==> src/rtl/jh_pad_feeder.sv <==
// ---------------------------------------------------------------------------
// jh_pad_feeder
//
// Purpose:
//   Front end of the JH-512 datapath. Collects a byte-aligned message arriving
//   as 64-bit words, packs it into 512-bit blocks and appends JH padding:
//   a single 1 bit (0x80 byte), zero fill, then the 128-bit big-endian message
//   bit length in the last 128 bits of the final block. Blocks are handed to
//   the F8 compression stage over a valid/ready handshake, with blk_last
//   marking the block whose F8 output is the digest.
//
// Parameters:
//   LEN_W      width of the message bit-length counter (wraps silently),
//              zero-extended into the 128-bit length field.
//
// Ports:
//   clk        system clock, all logic on the rising edge
//   rst        synchronous active-high reset, discards any partial message
//   in_data    message word, first byte in [63:56]
//   in_valid   in_data is qualified
//   in_ready   a word is accepted this cycle when in_valid is also high
//   in_last    the word is the final word of the message
//   in_bytes   valid bytes (0..8, MSB-aligned) in a last word; ignored and
//              treated as 8 on non-last words
//   blk_data   512-bit block, byte 0 in [511:504]
//   blk_valid  blk_data is qualified
//   blk_ready  F8 stage consumes the block this cycle
//   blk_last   blk_data is the final padded block of the message
// ---------------------------------------------------------------------------
module jh_pad_feeder #(
    parameter int LEN_W = 64
) (
    input  logic         clk,
    input  logic         rst,
    input  logic [63:0]  in_data,
    input  logic         in_valid,
    output logic         in_ready,
    input  logic         in_last,
    input  logic [3:0]   in_bytes,
    output logic [511:0] blk_data,
    output logic         blk_valid,
    input  logic         blk_ready,
    output logic         blk_last
);

    typedef enum logic [1:0] {
        FILL,
        HOLD_DATA,
        HOLD_FINAL
    } state_t;

    state_t             state;

    // Assembly buffer and its write position (word index within the block).
    logic [511:0]       asm_buf;
    logic [2:0]         word_idx;

    // Running message length in bits.
    logic [LEN_W-1:0]   len_bits;

    // A length-only final block still has to follow the data block on
    // display; final_marker says whether it must also carry the 0x80 byte
    // (message ended exactly on a block boundary).
    logic               final_pending;
    logic               final_marker;

    // Combinational helpers for the word being offered.
    logic               accept;
    logic [3:0]         eff_bytes;
    logic [63:0]        word_masked;
    logic [6:0]         fill_k;
    logic [511:0]       asm_next;
    logic [LEN_W-1:0]   len_next;

    // Builds the closing block: optional 0x80 marker in byte 0, zeros, and
    // the zero-extended bit length in the bottom 128 bits.
    function automatic logic [511:0] make_final(input logic             marker,
                                                input logic [LEN_W-1:0] len);
        logic [511:0] blk;
        blk = '0;
        if (marker) begin
            blk[511:504] = 8'h80;
        end
        blk[127:0] = 128'(len);
        return blk;
    endfunction

    // in_ready depends on rst directly so that it reads 0 during the very
    // cycle reset is asserted, not only after the reset edge. Outside FILL a
    // block is being presented, so input is always stalled under backpressure.
    assign in_ready = (state == FILL) && !rst;
    assign accept   = in_valid && in_ready;

    // Work out what the assembly buffer would look like if the offered word
    // were accepted now: mask off bytes past the valid count, drop the word
    // into its slot, and on a short last word place the 0x80 marker directly
    // behind the final message byte. Slots after the current word are
    // already zero because the buffer is cleared each time a block is
    // registered, so no explicit zero fill is needed here.
    always_comb begin
        eff_bytes = 4'd8;
        if (in_last && (in_bytes <= 4'd8)) begin
            eff_bytes = in_bytes;
        end

        word_masked = '0;
        for (int b = 0; b < 8; b++) begin
            if (4'(b) < eff_bytes) begin
                word_masked[63-8*b -: 8] = in_data[63-8*b -: 8];
            end
        end

        // Message bytes in this block once the word lands (0..64).
        fill_k = {1'b0, word_idx, 3'b000} + {3'b000, eff_bytes};

        asm_next = asm_buf;
        for (int w = 0; w < 8; w++) begin
            if (word_idx == 3'(w)) begin
                asm_next[511-64*w -: 64] = word_masked;
            end
        end

        // The marker may land in the next word slot when the last word was
        // full, which is why it is placed by byte index over the whole block.
        if (in_last && (fill_k != 7'd0) && (fill_k < 7'd64)) begin
            for (int b = 0; b < 64; b++) begin
                if (fill_k == 7'(b)) begin
                    asm_next[511-8*b -: 8] = 8'h80;
                end
            end
        end

        len_next = len_bits + LEN_W'({eff_bytes, 3'b000});
    end

    // Main controller. FILL collects words; a completed block is copied into
    // blk_data and the assembly buffer is freed at the same edge, so blk_data
    // is the only copy that has to stay stable during backpressure.
    // HOLD_DATA presents a data block and, if the message ended inside it,
    // swaps in the length block on handshake without a valid bubble.
    // HOLD_FINAL presents the last block and clears the per-message state.
    always_ff @(posedge clk) begin
        if (rst) begin
            state         <= FILL;
            asm_buf       <= '0;
            word_idx      <= '0;
            len_bits      <= '0;
            final_pending <= 1'b0;
            final_marker  <= 1'b0;
            blk_data      <= '0;
            blk_valid     <= 1'b0;
            blk_last      <= 1'b0;
        end else begin
            case (state)
                FILL: begin
                    if (accept) begin
                        len_bits <= len_next;
                        if (in_last) begin
                            asm_buf  <= '0;
                            word_idx <= '0;
                            if (fill_k == 7'd0) begin
                                // Nothing in this block: only the closing
                                // block with the marker and length remains.
                                blk_data      <= make_final(1'b1, len_next);
                                blk_valid     <= 1'b1;
                                blk_last      <= 1'b1;
                                final_pending <= 1'b0;
                                state         <= HOLD_FINAL;
                            end else begin
                                blk_data      <= asm_next;
                                blk_valid     <= 1'b1;
                                blk_last      <= 1'b0;
                                final_pending <= 1'b1;
                                final_marker  <= (fill_k == 7'd64);
                                state         <= HOLD_DATA;
                            end
                        end else if (word_idx == 3'd7) begin
                            blk_data      <= asm_next;
                            blk_valid     <= 1'b1;
                            blk_last      <= 1'b0;
                            final_pending <= 1'b0;
                            asm_buf       <= '0;
                            word_idx      <= '0;
                            state         <= HOLD_DATA;
                        end else begin
                            asm_buf  <= asm_next;
                            word_idx <= word_idx + 3'd1;
                        end
                    end
                end

                HOLD_DATA: begin
                    if (blk_ready) begin
                        if (final_pending) begin
                            blk_data      <= make_final(final_marker, len_bits);
                            blk_last      <= 1'b1;
                            final_pending <= 1'b0;
                            state         <= HOLD_FINAL;
                        end else begin
                            blk_valid <= 1'b0;
                            state     <= FILL;
                        end
                    end
                end

                HOLD_FINAL: begin
                    if (blk_ready) begin
                        blk_valid     <= 1'b0;
                        blk_last      <= 1'b0;
                        len_bits      <= '0;
                        asm_buf       <= '0;
                        word_idx      <= '0;
                        final_pending <= 1'b0;
                        final_marker  <= 1'b0;
                        state         <= FILL;
                    end
                end

                default: begin
                    state <= FILL;
                end
            endcase
        end
    end

endmodule

==> config.mk <==
export PLATFORM = sky130hd
export DESIGN_NAME = jh_pad_feeder
export DESIGN_NICKNAME = d
export VERILOG_FILES = /design/src/rtl/jh_pad_feeder.sv
export SDC_FILE = /design/constraint.sdc
export NUM_CORES = 2
export LEC_CHECK = 0
export BUFFER_PORTS_ARGS = -buffer_cell sky130_fd_sc_hd__buf_2
export CORE_MARGIN = 10
export CORE_UTILIZATION = 45
export CTS_CLUSTER_SIZE = 28
export DETAILED_ROUTE_END_ITERATION = 8
export GPL_ROUTABILITY_DRIVEN = 1
export PLACE_DENSITY_LB_ADDON = 0.15
export SYNTH_ARGS = -nofsm -noshare
export SYNTH_HDL_FRONTEND = slang
export SYNTH_SLANG_ARGS = --single-unit
==> constraint.sdc <==
create_clock -name clk -period 3.7 [get_ports clk]
set_input_delay 0.555 -clock clk [delete_from_list [all_inputs] [get_ports clk]]
set_output_delay 0.555 -clock clk [all_outputs]
set_load 0.02 [all_outputs]
# == Word level (Yosys, flattened, before mapping) ==
# Cells that the tools add are included.
# word_totals
reg_bits,1097
input_bits,73
output_inout_bits,515
word_cells,259
# op_classes
addsub,3
order_cmp,10
n_eq_ne,82
n_mux,133
n_reduce_logical,22
# op_table
op,n
512-bit two-way mux,11
512-bit one-hot mux with 2 select lines,2
64-bit two-way mux,10
8-bit two-way mux,73
"7-bit by 6-bit == test with 1-bit output, second input constant",32
64-bit one-hot mux with 2 select lines,1
"7-bit by 5-bit == test with 1-bit output, second input constant",16
64-bit by 7-bit adder with 64-bit output,1
"7-bit by 4-bit == test with 1-bit output, second input constant",8
"7-bit by 3-bit == test with 1-bit output, second input constant",4
1-bit two-way mux,18
"3-bit by 4-bit < comparator with 1-bit output, first input constant",4
"7-bit by 2-bit == test with 1-bit output, second input constant",2
2-bit two-way mux,7
"2-bit != test, second input constant",7
"3-bit == test, second input constant",4
3-bit two-way mux,4
6-bit AND reduction,2
5-bit AND reduction,2
"1-bit by 4-bit < comparator with 1-bit output, first input constant",2
"2-bit by 4-bit < comparator with 1-bit output, first input constant",2
4-bit AND reduction,2
6-bit by 4-bit adder with 7-bit output,1
"7-bit by 1-bit == test with 1-bit output, second input constant",1
other kinds (25),34

# == Depth between registers and ports, before layout ==
# logic_depth
ltp_word,12
ltp_mapped,14
depth_no_buf,10

# == Least setup slack after synthesis ==
# OpenSTA, ideal clock, no wires.
# synth_path
kind,input to register
start,input in_last
end,register asm_buf[496]
setup_time_ns,0.128
arrival_ns,3.460
required_time_ns,3.572
slack_ns,0.113
stages,13
n_path_buf,3
cell_sequence,nor2b_1 > inv_2 > clkbuf_1 > clkbuf_1 > ha_1 > ha_1 > a21boi_0 > a21oi_1 > clkbuf_1 > nor4_1 > a21oi_1 > a22oi_1 > nor2_1
# synth_via
elab_chain_cells,11
elab_cells_between_ends,17
# synth_lines
item,line_no,text
"start, declared",38,"input logic in_last,"
branches (longest 8 deep; another with 6-bit by 4-bit adder with 7-bit output),--,
512-bit two-way mux (*),158,if (in_last) begin
512-bit two-way mux (*),156,if (accept) begin
512-bit one-hot mux with 2 select lines (*),154,case (state)
"end signal, assigned",186,asm_buf <= asm_next;
"end, declared",55,logic [511:0] asm_buf;
# Every way passes the cells marked *. The select of a mux whose other input is x is not followed.
# A chain may end at the register's enable or synchronous reset.

# == Worst setup path in the final report ==
# layout_path
start,register word_idx[1]
end,register blk_data[154]
# layout_via
elab_chain_cells,9
elab_cells_between_ends,19
# layout_lines
item,line_no,text
"start, declared",56,logic [2:0] word_idx;
"start signal, assigned",187,word_idx <= word_idx + 3'd1;
branches (longest 9 deep; another with 6-bit by 4-bit adder with 7-bit output),--,
"end signal, assigned",164,"blk_data <= make_final(1'b1, len_next);"
"end signal, assigned",170,blk_data <= asm_next;
"end signal, assigned",178,blk_data <= asm_next;
"end, declared",40,"output logic [511:0] blk_data,"
# Parallel ways; which one is timed is not known. The select of a mux whose other input is x is not followed.

==> impl_metrics.py <==
metrics = {
    "finish": {
        "syn_to_final_growth_pct": 20.2,
        "drive_above_1_share": 0.192,
        "nNetsFinal": 6384,
        "post-route-util": 0.547,
        "stdcell_area_um2": 57800,
        "layout.cells.non_filler": 7791,
    },
    "timing": {
        "finalSetupViolations": 0,
        "fin_ws_ns": 0.460,
        "fmax_mhz": 309,
        "rsz0062_at_grt": "no",
        "maxSlewViolCount": 0,
        "period_minus_slack_ns": 3.24,
        "finalHoldViolCount": 0,
        "slew_headroom": 0.166,
        "tightest_slew_ns": 1.25,
        "tns_ns": 0,
        "skew_ns": 0.0242,
        "fin_crit_sh": 0.876,
    },
    "placement": {
        "portBuffers": 587,
        "routabilityCongestion": 0.962,
        "post_dp_cell_area_um2": 53700,
        "place_ws_ns": 0.160,
        "dp.cells": 7569,
        "hpwl_mm": 150,
    },
    "worst_setup_path": {
        "slowest_stage": "buf_4",
        "required_ns": 4.35,
        "critical_path.top_delay_family": "buffers and inverters",
        "crit-reg2reg-launch": "word_idx[1]$_SDFFE_PP0P_",
        "crit_type": "flip-flop to flip-flop",
        "start_kind": "flip-flop",
        "cp_max_fo": 73,
        "r2r_end": "blk_data[154]$_SDFFE_PP0P_",
        "critPathArrivalTime_ns": 3.89,
        "crit_path_end_kind": "flip-flop",
        "startpoint": "word_idx[1]$_SDFFE_PP0P_",
        "r2r_slack_ns": 0.46,
        "r2r_cells": 10,
        "endpoint": "blk_data[154]$_SDFFE_PP0P_",
        "crit_cells": 10,
        "crit_chain": "ha_1 -> ha_4 -> nor3b_1 -> buf_4 -> or3_1 -> a31oi_4 -> buf_12 -> buf_4 -> a22oi_1 -> nor2_1",
        "crit_path_frequent_cell": "buf_4",
        "slowest_delay_ns": 0.65,
        "crit_buf_inv": 3,
    },
    "global_route": {
        "grt_remaining_overflow": 0,
        "grt_max_degree": 206,
        "grt_pass1_wl_mm": 312,
        "grt_pass1_vias": 43700,
        "grtUsageTotal": 0.344,
        "antenna_found_initial": 22,
    },
    "floorplanning": {
        "die_w_um": 347,
        "ios": 588,
        "initial_utilization": 0.455,
        "coreArea_um2": 106000,
        "dieArea_um2": 120000,
        "rows": 119,
        "die_height_um": 347,
    },
    "synth": {
        "syn_inst": 5876,
        "ys_seq_area_frac": 0.456,
        "synth-seq-cells": 1094,
        "syn_area_um2": 48100,
        "synth.top_cell.area_share": 0.456,
        "syn_avg_cell_area_um2": 8.18,
        "ys.warnings.count": 0,
        "yosys.area.top_type": "dfxtp_1",
        "synth.most_common_cell": "dfxtp_1",
        "async_flop_share": 0,
        "synth_nets": 5964,
        "synth.top_cells.by_area": "dfxtp_1 (46%), a22oi_1 (13%), nor2_1 (8.5%)",
        "ys_types": 94,
        "synth_edf_count": 0,
        "synthFlopType": "dfxtp_1",
        "synth_commonest_cells": "dfxtp_1 (1094), nor2_1 (1092), a22oi_1 (833)",
    },
    "run_status": {
        "status": "finished clean",
    },
    "routing": {
        "num_vias": 48900,
        "dr.pass1.iters": 6,
        "antenna_left": 0,
        "drc_errors": 0,
        "via_per_inst": 6.28,
        "post_drt_wl_per_cell_um": 28.2,
        "wl_mm": 220,
        "drt_iter0_markers": 7032,
    },
    "worst_hold_path": {
        "holdPathStages": 2,
        "hold_path_class": "primary input to flip-flop",
    },
    "clock_network": {
        "htree_levels": 3,
        "cts_tree": "done",
        "path_clk_slew_ns": 0.06,
        "numCtsBuffers": 116,
        "cts.sinks": 1094,
        "clk_latency_ns": 0.73,
        "ctsHoldBuffers": 0,
        "clockBufferDepth": 3,
        "clockRootBuffer": "clkbuf_16",
        "post_cts_buffers": 0,
        "cts_resized": 0,
    },
    "flow_run": {
        "cap_violations": 0,
    },
    "power": {
        "vdd_drop_max_uv": 827,
        "p_leak_nw": 22.5,
        "power_density_nw_per_um2": 568,
    },
}
layout by cell type, fill, tap and decap left out, types with 35 or more instances in the layout:
| cell | Yosys | routed |
|---|---|---|
| a211o_1 | 37 | 37 |
| a21oi_1 | 460 | 458 |
| a22oi_1 | 833 | 833 |
| and2_1 | 69 | 67 |
| buf_12 | 0 | 42 |
| buf_2 | 57 | 586 |
| buf_4 | 5 | 230 |
| clkbuf_16 | 0 | 118 |
| clkbuf_8 | 9 | 43 |
| dfxtp_1 | 1094 | 1094 |
| mux2i_1 | 164 | 163 |
| nand2_1 | 699 | 693 |
| nand3_1 | 54 | 54 |
| nand4_1 | 41 | 41 |
| nor2_1 | 1092 | 1090 |
| nor3_1 | 46 | 44 |
| nor4_1 | 60 | 35 |
| o21ai_0 | 142 | 142 |
| or3_1 | 39 | 39 |
metal layers:
| metal | GRT usage | up-vias | part of all wire |
|---|---|---|---|
| met2 | 0.499 | 2794 | 0.42 |
| met3 | 0.0937 | 493 | 0.12 |
| met1 | 0.461 | 23800 | 0.40 |
| li1 | - | 21800 | - |
| met4 | 0.183 | 16 | 0.059 |
| met5 | 0 | - | 0.00070 |
how the worst min path moves through the flow:
| stage | endpoint | startpoint | slack (ns) |
|---|---|---|---|
| final | asm_buf[10]$_SDFFE_PP0P_ | rst | 0.17 |
| after global routing | asm_buf[41]$_SDFFE_PP0P_ | rst | 0.15 |
| after CTS | asm_buf[10]$_SDFFE_PP0P_ | rst | 0.11 |
| after detailed placement | blk_data[496]$_SDFFE_PP0P_ | blk_data[496]$_SDFFE_PP0P_ | 0.44 |
| after global placement | asm_buf[47]$_SDFFE_PP0P_ | asm_buf[47]$_SDFFE_PP0P_ | 0.44 |
| after floorplan | asm_buf[47]$_SDFFE_PP0P_ | asm_buf[47]$_SDFFE_PP0P_ | 0.42 |
through the flow:
stage | hold slack, ns | power (mW)
after global placement | 0.436 | 20.3
after CTS | 0.115 | 32.6
final | 0.172 | 32.9
after floorplan | 0.424 | 16.9
after detailed placement | 0.441 | 20.3
after global routing | 0.153 | 33.7
report_power, final:
group	internal (mW)	leakage, nW	switching [mW]	total (mW)
sequential	12.1	8.82	0.267	12.3
clock	7.33	2.01	5.16	12.5
combinational	1.80	11.7	6.22	8.02
registers in the layout, indices dropped and copies added, names as in the netlist:
register	cells
len_bits	61
word_idx	3
final_pending	1
asm_buf	512
state	2
blk_data	512
final_marker	1
blk_last	1
blk_valid	1
kinds of logic (layout without fill, tap and decap cells):
logic type      count (synthesis)  after routing  synth area share
xor+xnor                        8              8           0.00146
mux                           192            192            0.0407
buf+inv                       584           1103            0.0512
compound gates               1769           1769             0.250
flops                        1094           1094             0.456
fa+ha+maj                      16             16           0.00414
simple gates                 2213           2213             0.197
other cells                     0              5                 0
area by class of cell:
class	count	area [µm²]
clock buffer	184	3630
inverter	27	101
multi-input combinational	4198	24500
tap	1391	1740
antenna	5	12.5
fill	9854	47900
timing repair buffer	859	5520
sequential	1094	21900
clock inverter	33	447
Note: power is estimated with default switching activity, not from simulation.
